<file path="src/rtl/reflet_bus_pkg.sv">
// Shared definitions for the two-master system bus arbiter: the ownership
// states, default limits and the width helper for the small counters.
package reflet_bus_pkg;

    // Who owns the shared bus. PARK and RETURN are single-cycle buffers
    // around a DMA grant.
    typedef enum logic [1:0] {
        S_CPU_OWN = 2'd0,
        S_PARK    = 2'd1,
        S_DMA_OWN = 2'd2,
        S_RETURN  = 2'd3
    } bus_state_e;

    localparam int DEFAULT_MAX_BURST = 16;
    localparam int DEFAULT_CPU_MIN   = 4;

    // Bits needed for a counter that must be able to hold the value max_val.
    function automatic int cnt_width(input int max_val);
        return $clog2(max_val + 1);
    endfunction

endpackage

</file>
<file path="src/rtl/reflet_sat_counter.sv">
// Up-counter with synchronous clear that stops at MAX. Clear wins over
// increment. The reset value is a parameter so a counter can start "full".
module reflet_sat_counter
    import reflet_bus_pkg::*;
#(
    parameter int MAX = 4,
    parameter int W = cnt_width(MAX),
    parameter logic [W-1:0] RST_VAL = '0
) (
    input  logic         clk_i,
    input  logic         rst_ni,
    input  logic         clr_i,
    input  logic         inc_i,
    output logic [W-1:0] cnt_o
);

    localparam logic [W-1:0] MAX_V = W'(MAX);

    logic [W-1:0] cnt_q;
    logic [W-1:0] cnt_d;

    // Next count: clear, else step until the ceiling is reached.
    always_comb begin
        cnt_d = cnt_q;
        if (clr_i) begin
            cnt_d = '0;
        end else if (inc_i && (cnt_q != MAX_V)) begin
            cnt_d = cnt_q + W'(1);
        end
    end

    // Count register.
    always_ff @(posedge clk_i or negedge rst_ni) begin
        if (!rst_ni) begin
            cnt_q <= RST_VAL;
        end else begin
            cnt_q <= cnt_d;
        end
    end

    assign cnt_o = cnt_q;

endmodule

</file>
<file path="src/rtl/reflet_bus_arbiter.sv">
// Two-master arbiter for the 8-bit system bus. The CPU owns the bus by
// default; a secondary master (loader/DMA/debug) borrows it for bounded
// bursts while the CPU is frozen through cpu_enable.
//
// Handshake: the secondary master holds dma_req high while it wants the bus.
// A transfer happens in every cycle where dma_grant and dma_req are both
// high; its address/data/write_en are taken in that same cycle. The master
// must keep dma_req (and the first transfer's fields) stable until it sees
// dma_grant, since requests outside DMA_OWN are not queued. Read data comes
// back one cycle after the transfer, marked by dma_rvalid.
module reflet_bus_arbiter
    import reflet_bus_pkg::*;
#(
    parameter int wordsize  = 8,
    parameter int max_burst = DEFAULT_MAX_BURST,
    parameter int cpu_min   = DEFAULT_CPU_MIN
) (
    input  logic                clk,
    input  logic                reset,
    input  logic [wordsize-1:0] cpu_addr,
    input  logic [wordsize-1:0] cpu_data_out,
    input  logic                cpu_write_en,
    output logic                cpu_enable,
    input  logic                dma_req,
    input  logic [wordsize-1:0] dma_addr,
    input  logic [wordsize-1:0] dma_wdata,
    input  logic                dma_write_en,
    output logic                dma_grant,
    output logic                dma_rvalid,
    output logic [wordsize-1:0] dma_rdata,
    output logic [wordsize-1:0] bus_addr,
    output logic [wordsize-1:0] bus_data_out,
    output logic                bus_write_en,
    input  logic [wordsize-1:0] bus_data_in,
    output logic [1:0]          dbg_state
);

    localparam logic [1:0] CPU_OWN = S_CPU_OWN;
    localparam logic [1:0] PARK    = S_PARK;
    localparam logic [1:0] DMA_OWN = S_DMA_OWN;
    localparam logic [1:0] RETURN  = S_RETURN;

    localparam int CW = cnt_width(cpu_min);
    localparam int BW = cnt_width(max_burst);

    localparam logic [CW-1:0] CPU_QUOTA  = CW'(cpu_min);
    localparam logic [BW-1:0] BURST_LAST = BW'(max_burst - 1);

    logic [1:0]          state_q;
    logic [1:0]          state_d;
    logic [CW-1:0]       cpu_cnt;
    logic [BW-1:0]       burst_cnt;
    logic                dma_xfer;
    logic                dma_read;
    logic                dma_rvalid_q;
    logic [wordsize-1:0] dma_rdata_q;

    assign dma_xfer = (state_q == DMA_OWN) && dma_req;
    assign dma_read = dma_xfer && !dma_write_en;

    // CPU share since the last burst; starts full so the first request
    // after reset is served at once.
    reflet_sat_counter #(
        .MAX     (cpu_min),
        .W       (CW),
        .RST_VAL (CPU_QUOTA)
    ) u_cpu_cnt (
        .clk_i  (clk),
        .rst_ni (reset),
        .clr_i  (state_q == RETURN),
        .inc_i  (state_q == CPU_OWN),
        .cnt_o  (cpu_cnt)
    );

    // Transfers in the current grant; cleared in PARK so it is zero on entry.
    reflet_sat_counter #(
        .MAX     (max_burst),
        .W       (BW),
        .RST_VAL ('0)
    ) u_burst_cnt (
        .clk_i  (clk),
        .rst_ni (reset),
        .clr_i  (state_q == PARK),
        .inc_i  (dma_xfer),
        .cnt_o  (burst_cnt)
    );

    // Ownership sequencing: CPU -> PARK -> DMA -> RETURN -> CPU.
    always_comb begin
        state_d = state_q;
        case (state_q)
            CPU_OWN: begin
                if (dma_req && (cpu_cnt == CPU_QUOTA)) begin
                    state_d = PARK;
                end
            end
            PARK: begin
                state_d = DMA_OWN;
            end
            DMA_OWN: begin
                if (!dma_req || (burst_cnt == BURST_LAST)) begin
                    state_d = RETURN;
                end
            end
            default: begin
                state_d = CPU_OWN;
            end
        endcase
    end

    // State register; reset hands the bus straight back to the CPU.
    always_ff @(posedge clk or negedge reset) begin
        if (!reset) begin
            state_q <= CPU_OWN;
        end else begin
            state_q <= state_d;
        end
    end

    // Bus mux. PARK keeps the CPU address but blocks any CPU write that was
    // in flight; RETURN drives no write.
    always_comb begin
        bus_addr     = cpu_addr;
        bus_data_out = cpu_data_out;
        bus_write_en = 1'b0;
        case (state_q)
            CPU_OWN: begin
                bus_write_en = cpu_write_en;
            end
            PARK: begin
                bus_data_out = '0;
            end
            DMA_OWN: begin
                bus_addr     = dma_addr;
                bus_data_out = dma_wdata;
                bus_write_en = dma_write_en & dma_req;
            end
            default: begin
                bus_write_en = 1'b0;
            end
        endcase
    end

    // Read return path: capture the slave data one cycle after a DMA read.
    always_ff @(posedge clk or negedge reset) begin
        if (!reset) begin
            dma_rvalid_q <= 1'b0;
            dma_rdata_q  <= '0;
        end else begin
            dma_rvalid_q <= dma_read;
            if (dma_read) begin
                dma_rdata_q <= bus_data_in;
            end
        end
    end

    assign cpu_enable = (state_q == CPU_OWN);
    assign dma_grant  = (state_q == DMA_OWN);
    assign dma_rvalid = dma_rvalid_q;
    assign dma_rdata  = dma_rdata_q;
    assign dbg_state  = state_q;

endmodule

</file>
<file path="config.mk">
export PLATFORM = sky130hd
export DESIGN_NAME = reflet_bus_arbiter
export DESIGN_NICKNAME = d
export VERILOG_FILES = /design/src/rtl/reflet_bus_pkg.sv /design/src/rtl/reflet_sat_counter.sv /design/src/rtl/reflet_bus_arbiter.sv
export SDC_FILE = /design/constraint.sdc
export NUM_CORES = 1
export LEC_CHECK = 0
export ABC_AREA = 1
export CAP_MARGIN = 25
export CORE_MARGIN = 8
export CORE_UTILIZATION = 37
export DETAILED_ROUTE_END_ITERATION = 8
export GPL_ROUTABILITY_DRIVEN = 0
export PLACE_DENSITY = 0.79
export RECOVER_POWER = 50
export SYNTH_ARGS = -nofsm -noshare
export SYNTH_HDL_FRONTEND = slang
export SYNTH_SLANG_ARGS = --single-unit
</file>
<file path="constraint.sdc">
create_clock -name clk -period 1.7 [get_ports clk]
set_input_delay 0.34 -clock clk [delete_from_list [all_inputs] [get_ports clk]]
set_output_delay 0.34 -clock clk [all_outputs]
set_load 0.05 [all_outputs]
</file>
# Yosys cells after proc, flatten, opt, wreduce, memory -nomap -nowiden

Cells that the tools add are included.

Register bits: 19

$add $sub $neg: 2
Equal/unequal tests: 9
Muxes and demuxes: 10
Bitwise logic cells: 1
Reduce and logical (&&, ||, !) cells: 12

Operators with widths:

| cell                                                                     | count |
|---|---|
| 8-bit case mux with 2 select lines                                       | 1 |
| 5-bit two-way mux                                                        | 2 |
| 8-bit two-way mux                                                        | 1 |
| 3-bit two-way mux                                                        | 2 |
| 2-bit case mux with 3 select lines                                       | 1 |
| 5-bit by 1-bit adder with 5-bit output (second input constant)           | 1 |
| 5-bit by 4-bit == test with 1-bit output (second input constant)         | 1 |
| 1-bit logical AND                                                        | 5 |
| 5-bit inequality test (second input constant)                            | 1 |
| 2-bit == test (second input constant)                                    | 2 |
| 2-bit two-way mux                                                        | 2 |
| 2-bit nonzero test                                                       | 2 |
| 3-bit by 1-bit adder with 3-bit output (second input constant)           | 1 |
| 3-bit == test (second input constant)                                    | 1 |
| 3-bit inequality test (second input constant)                            | 1 |
| 2-bit by 1-bit == test with 1-bit output (second input constant)         | 1 |
| 1-bit zero test                                                          | 2 |
| 2-bit zero test                                                          | 1 |
| 2-bit by 1-bit inequality test with 1-bit output (second input constant) | 1 |
| 2-bit inequality test (second input constant)                            | 1 |
| 1-bit case mux with 2 select lines                                       | 1 |
| 2-bit AND reduction                                                      | 1 |
| 1-bit bitwise AND                                                        | 1 |
| 1-bit logical OR                                                         | 1 |

# Logic depth before layout (Yosys ltp)

Gate-level depths: netlist (run 1).

Depth after elaboration: 5
Gate-level depth with buffers: 9
Mapped depth without buffers: 8

# Cells and area by module

A second synthesis (run 1) with hierarchy kept.

Cell total of the unflattened synthesis: 186
Area, all modules: 1315.0 um^2

By module, submodules not included:

| module                            | times used | cells an instance | area each (um^2) | seq. area each (um^2) |
|---|---|---|---|---|
| reflet_bus_arbiter                | 1          | 118               | 773.2            | 275.3 |
| reflet_sat_counter at u_burst_cnt | 1          | 43                | 351.6            | 125.1 |
| reflet_sat_counter at u_cpu_cnt   | 1          | 25                | 190.2            | 76.3 |

# Worst setup path before layout (run 1)

Ideal clock, no wire load.

Path kind: register to output
Start point: reg state_q[1] (netlist: dbg_state[1])
End point: out bus_write_en
Data arrival time: 2.627 ns
Setup slack: -1.267 ns
Cell stages (with the launch flop): 5
Cell sequence: dfrtp_1 ha_1 buf_6 nand2_4 o21ai_0

Cells in the longest elaborated chain, start to end: 2

RTL lines:

| what                               | line                      | text |
|---|---|---|
| start, declared                    | reflet_bus_arbiter.sv:49  | `logic [1:0] state_q;` |
| start signal, assigned             | reflet_bus_arbiter.sv:116 | `state_q <= state_d;` |
| 2-bit == test                      | --                        |  |
| net dma_grant                      | reflet_bus_arbiter.sv:28  | `output logic dma_grant,` |
| 1-bit case mux with 2 select lines | reflet_bus_arbiter.sv:126 | `case (state_q)` |
| end, declared                      | reflet_bus_arbiter.sv:33  | `output logic bus_write_en,` |

The timed path passes the listed nets, and every way through them passes these cells.

# Final worst setup path (run 1)

Start point: reg state_q[1] (netlist: dbg_state[1])
End point: out bus_data_out[6]

Cells in the longest elaborated chain, start to end: 2

RTL lines:

| what                                                                             | line                      | text |
|---|---|---|
| 2-bit == test / 2-bit by 1-bit == test with 1-bit output (equally long branches) | reflet_bus_arbiter.sv:126 |  |
| 8-bit case mux with 2 select lines *                                             | reflet_bus_arbiter.sv:126 |  |
| end, declared                                                                    | reflet_bus_arbiter.sv:32  | `output logic [wordsize-1:0] bus_data_out,` |

Mark *: on every way between the ends. The rest lies on a longest branch, timed or not.

==> reports/metrics.cfg, run 1 <==
[outcome]
status=finished, violations left
violations=setup timing

[timing]
setup_viol=18
fin_crit_ps=1952
rsz0062_at_grt=true
setup_ws_ps=-251.7
worst_pin_slew_ps=711.9
hold_violations=0
finalMaxSlewViolations=0
whs_ps=326.3
fin_crit_sh_pct=114.8
fin_worst_skew_ps=5.831
timing.fmax_ghz=0.5124
setup_tns_ps=-3735
maxSlewHeadroom_pct=52.54

[run]
maxCapViolations=0

[floorplan]
die_area_um2=5524
die_h_um=74.33
row_count=21
core_area_um2=3311
initial_core_util_pct=38.02
num_io_pins=75
die_width_um=74.33

[synthesis]
synth_edf_count=0
synthTopCellsByArea=dfrtp_1 (36%), nand2_1 (20%), ha_1 (9.9%), nand3_1 (7.2%), inv_1 (6.6%)
synth_area_um2=1259
netlist_instances=174
yosysTopAreaCellShare_pct=35.79
syn_nets=229
async_flop_share_pct=100.0
synth_cell_types=19
ys.warnings.count=0
netlist_top_cells_count=nand2_1 (68), inv_1 (22), dfrtp_1 (18), nand3_1 (18), o21ai_0 (11)
synth_seq_area_share_pct=37.87
ys_ff_latch=19
synth.avg_cell_area_um2=7.234
ys.flop_type=dfrtp_1
post-synth-top-count-cell=nand2_1
yosysTopAreaCell=dfrtp_1

[global_route]
antenna_found_initial=0
met2_usage_pct=33.30
grt_max_degree=15
grtUsageMet1_pct=21.89
grt_pass1_wl_mm=8.211
overflow=0
grt_busiest_layer=met2
grt_util_met3_pct=6.334
first_global_vias=1586
grt_usage_pct=19.24

[routing]
route.detailed.drc=0
num_vias=1507
routedWlPerCell_um=18.39
antenna_left=0
routed_wl_mm=5.663
dr.pass1.iters=4
drtIter0Drc=36
via_per_inst=4.893

[setup_path]
cpMaxStageDelayCell=dfrtp_2
crit_buf_inv=3
critPathLaunchType=register
cp_top_family=flip-flops
path_max_fanout=8
cpPeakStageDelay_ps=430
cpMostUsedCell=buf_12
crit_required_ps=1360
worstPathArrival_ps=1610
crit_chain=inv_2, ha_4, buf_12, nand3_4, o21ai_4, buf_12
crit_type=reg -> out
endpoint_kind=primary output

[final_layout]
synthToLayoutAreaGrowth_pct=122.7
layout-drive-gt1-share_pct=36.26
nFillCells=177
n_antenna_cell=0
layout.nets=318

[power]
p_comb_share_pct=83.9
p_sw_uw=3289
pwr_density_cell_nw_per_um2=2218
ir_drop_mv=1.226
intPower_uw=2928
pwr-share-seq_pct=12.3
clkPwrFrac_pct=3.8
p_sw_share_pct=52.91
leakagePower_uw=0.001291
total_power_uw=6216

[place]
io_buffer_count=74
place_hpwl_mm=3.541

[clocking]
numCtsBuffers=3
cts_tree=yes
clock_path_buffers=2
clk_latency_ps=310
clkSinkCount=19
cts-htree-levels=1
clk_pin_slew_ps=110
root_buffer=clkbuf_4

[hold_path]
min_path_type=in -> async

-- power by group through the flow --
stage	registers, µW	logic, µW	clock network [µW]
final	764	5220	235
after global routing	789	5470	260
after CTS	760	5080	240
after detailed placement	767	4530	0
after global placement	764	4470	0
after floorplan	1170	2590	0
-- per-stage QoR --
| step | std cells | worst slack (ps) | util (%) | instance area, µm² |
|---|---|---|---|---|
| after global routing | 308 | -317.6 | 84.66 | 2803 |
| after detailed placement | 297 | 49.71 | 76.80 | 2542 |
| after floorplan | 174 | -114.7 | - | 1633 |
| after CTS | 307 | -209.0 | 83.86 | 2776 |
| final | 308 | -251.7 | 84.66 | 2803 |
| after global placement | 297 | 92.21 | 76.80 | 2542 |
-- path summary, 6_finish.rpt --
kind | from | to | slack, ps | depth (start not counted)
max | dbg_state[1]$_DFFE_PN0P_ | bus_data_out[6] | -250 | 6
max in group asynchronous | reset | u_burst_cnt.cnt_o[4]$_DFFE_PN0P_ | 470 | 2
min reg2reg | dma_rdata[1]$_DFFE_PN0P_ | dma_rdata[1]$_DFFE_PN0P_ | 500 | 2
min | reset | u_cpu_cnt.cnt_o[0]$_DFFE_PN0P_ | 330 | 1
min in group clk | dma_rdata[1]$_DFFE_PN0P_ | dma_rdata[1]$_DFFE_PN0P_ | 500 | 2
max reg2reg | dbg_state[0]$_DFFE_PN0P_ | dma_rdata[4]$_DFFE_PN0P_ | 180 | 9
-- sequential cells by signal (all words and copies together), names as in the netlist --
register	cells
dma_rvalid	1
u_burst_cnt.cnt_o	5
dbg_state	2
u_cpu_cnt.cnt_o	3
dma_rdata	8
-- layout by cell type (no fill, tap or decap), drive strengths merged, types with 3 or more instances in the layout --
master / count
clkbuf: 9
clkdlybuf4s50: 43
o21ai: 11
nand3: 20
nand4: 6
nor2: 3
nand2: 70
buf: 38
ha: 10
inv: 25
dfrtp: 18
-- cells by family (layout without fill, tap and decap cells) --
logic type	Yosys count	in the layout	share of synthesized area [%]
and+or+nand+nor	101	101	35.89
buffers and inverters	29	117	9.742
DFF	19	19	37.87
AOI/OAI and AO/OA	13	13	5.169
adders and majority gates	10	10	9.940
xor gates and xnor gates	2	2	1.392
-- layout make-up --
cell class                 count  area, µm²  area share [%]
multi-input combinational    126       1091           38.93
timing repair buffer          88       1046           37.32
sequential                    19      479.2           17.10
inverter                      25      101.3           3.616
tap                           46      57.56           2.054
clock buffer                   3      22.52          0.8036
clock inverter                 1      5.005          0.1786
-- timing repair --
item / 4_1_cts / 5_1_grt
pin swaps: 7 / 1
resized for setup: 32 / 7
hold endpoints to repair: 0 / 0
setup endpoints to repair: 17 / 18
setup buffers: 5 / 1
gates cloned: 1 / 0
hold buffers: 0 / 0
-- layer usage --
| layer | routed length, µm | vias up |
|---|---|---|
| li1 | - | 728 |
| met4 | 143 | 0 |
| met1 | 2378 | 692 |
| met5 | 0 | - |
| met3 | 465 | 13 |
| met2 | 2676 | 74 |
Power figures use the tool's default switching activity.
==> run 2: changes to the inputs <==
- GPL_TIMING_DRIVEN: default -> 0
- SETUP_SLACK_MARGIN: default -> 0.5
==> reports/metrics.cfg, run 2 (synthesized netlist as in run 1, its figures left out) <==
[routing]
drtIter0Drc=206
dr.pass1.iters=4
route.detailed.drc=0
routed_wl_mm=8.147
antenna_left=0
via_per_inst=5.610
num_vias=1829
routedWlPerCell_um=24.99

[setup_path]
worstPathArrival_ps=1700
cpMostUsedCell=buf_6
rr_worst_depth=10
cpPeakStageDelay_ps=430
endpoint_kind=primary output
cpMaxStageDelayCell=dfrtp_2
crit_required_ps=1360
crit_type=reg -> out
critPathLaunchType=register
r2r-end=u_cpu_cnt.cnt_o[1]$_DFFE_PN0P_
r2r_start=dbg_state[1]$_DFFE_PN0P_
reg2reg_slack_ps=30
path_max_fanout=7
crit_chain=inv_2, ha_4, buf_6, buf_12, nand3_4, o21ai_4, buf_6
endpoint=bus_data_out[4]
crit_start=dbg_state[1]$_DFFE_PN0P_

[final_layout]
layout.nets=336
largest_reg_flops=8
layout_common_cells=clkdlybuf4s50_1 (43), nand2_1 (40), inv_1 (17), buf_6 (17), buf_4 (17)
final_common_cell=clkdlybuf4s50_1
n_antenna_cell=0
layout-drive-gt1-share_pct=48.57
stdcell_area_um2=3057
nFillCells=110
synthToLayoutAreaGrowth_pct=142.8

[place]
io_buffer_count=74
place_hpwl_mm=3.330
dpl_cell_area_um2=2461
place_ws_ps=-676.3

[timing]
fin_worst_skew_ps=3.626
fin_crit_sh_pct=120.1
fin_crit_ps=2042
setup_viol=18
timing.fmax_ghz=0.4897
hold_violations=0
setup_ws_ps=-342.0
worst_pin_slew_ps=1023
setup_tns_ps=-4546
maxSlewHeadroom_pct=31.81
finalMaxSlewViolations=0
rsz0062_at_grt=true
whs_ps=174.5

[floorplan]
die_width_um=74.33
die_area_um2=5524
core_area_um2=3311
die_h_um=74.33
initial_core_util_pct=38.02
row_count=21
num_io_pins=75

[power]
ir_drop_mv=1.705
p_comb_share_pct=85.3
p_sw_share_pct=55.00
leakagePower_uw=0.001408
pwr_density_cell_nw_per_um2=2283
pwr-share-seq_pct=11.3
intPower_uw=3141
p_sw_uw=3838
clkPwrFrac_pct=3.4

[clocking]
root_buffer=clkbuf_4
cts_hold_buf=0
clk_pin_slew_ps=110
numCtsBuffers=3
clk_latency_ps=300
cts-htree-levels=1
clock_path_buffers=2
clkSinkCount=19
cts_tree=yes

[global_route]
antenna_found_initial=0
grt_usage_pct=20.99
overflow=0
first_global_vias=1761
grt_max_degree=20
grt_pass1_wl_mm=8.914

[run]
maxCapViolations=0

[hold_path]
min_path_type=in -> async

[outcome]
violations=setup timing
status=finished, violations left

## run 2: cell types whose count changed in the layout (fill, tap and decap cells not counted), moves of 5 or more
cell     previous run  this run
buf_6               0        17
buf_12             20         4
buf_8               4        14
nand2_4             6        13
nand3_1            13         6
buf_4              12        17
ha_1                8         3
nand2_1            45        40
## run 2: worst min path at each step
| stage | start | endpoint | slack (ps) |
|---|---|---|---|
| after floorplan | reset | dbg_state[0]$_DFFE_PN0P_ | 40 |
| after global placement | dma_rdata[1]$_DFFE_PN0P_ | dma_rdata[1]$_DFFE_PN0P_ | 460 |
| after detailed placement | dma_rdata[2]$_DFFE_PN0P_ | dma_rdata[2]$_DFFE_PN0P_ | 460 |
| after CTS | u_cpu_cnt.cnt_o[2]$_DFFE_PN1P_ | u_cpu_cnt.cnt_o[2]$_DFFE_PN1P_ | 510 |
| after global routing | reset | dma_rdata[1]$_DFFE_PN0P_ | 260 |
| final | reset | dma_rdata[1]$_DFFE_PN0P_ | 170 |
## run 2: critical path: cells and delay by family, from the launching register on
family	cells	cell delay, ps
buffers and inverters	4	550
flip-flops	1	430
AND/OR/NAND/NOR	1	90
adder cells (fa/ha/maj)	1	260
AO/OA/AOI/OAI	1	80
## run 2: per-layer routing
metal	track usage (%)	vias to the layer above	share of wire, %
li1	-	761	-
met3	7.143	44	11
met2	37.89	153	51
met5	0	-	0
met4	5.000	0	5.6
met1	22.92	871	32
## run 2: repair_timing
action | CTS | global route
setup buffers | 18 | 6
pin swaps | 4 | 7
resized for setup | 250 | 36
cloned | 4 | 0
setup endpoints to repair | 46 | 51
## run 2: cell type report
cell class              count  area (µm²)  share of cell area, %
well taps                  46       57.56                  1.883
plain buffers               4       71.32                  2.333
flip-flops and latches     19       479.2                  15.68
clock buffers               4       26.28                 0.8596
repair inverters            1       6.256                 0.2047
multi-input cells         127        1231                  40.28
repair buffers            100        1051                  34.38
inverters                  25       133.9                  4.380
## run 2: through the flow
step	cells	util, %	total power [µW]
floorplan	174	-	3832
global placement	294	74.34	4837
detailed placement	294	74.34	4873
CTS	320	87.19	6183
global route	326	92.33	7182
finish	326	92.33	6979
## run 2: power groups by stage
stage / clock network [µW] / registers (µW) / logic, µW
2_1_floorplan: 0 / 1170 / 2660
3_3_place_gp: 0 / 785 / 4050
3_5_place_dp: 0 / 793 / 4080
4_1_cts: 222 / 766 / 5200
5_1_grt: 259 / 798 / 6120
6_report: 238 / 789 / 5950
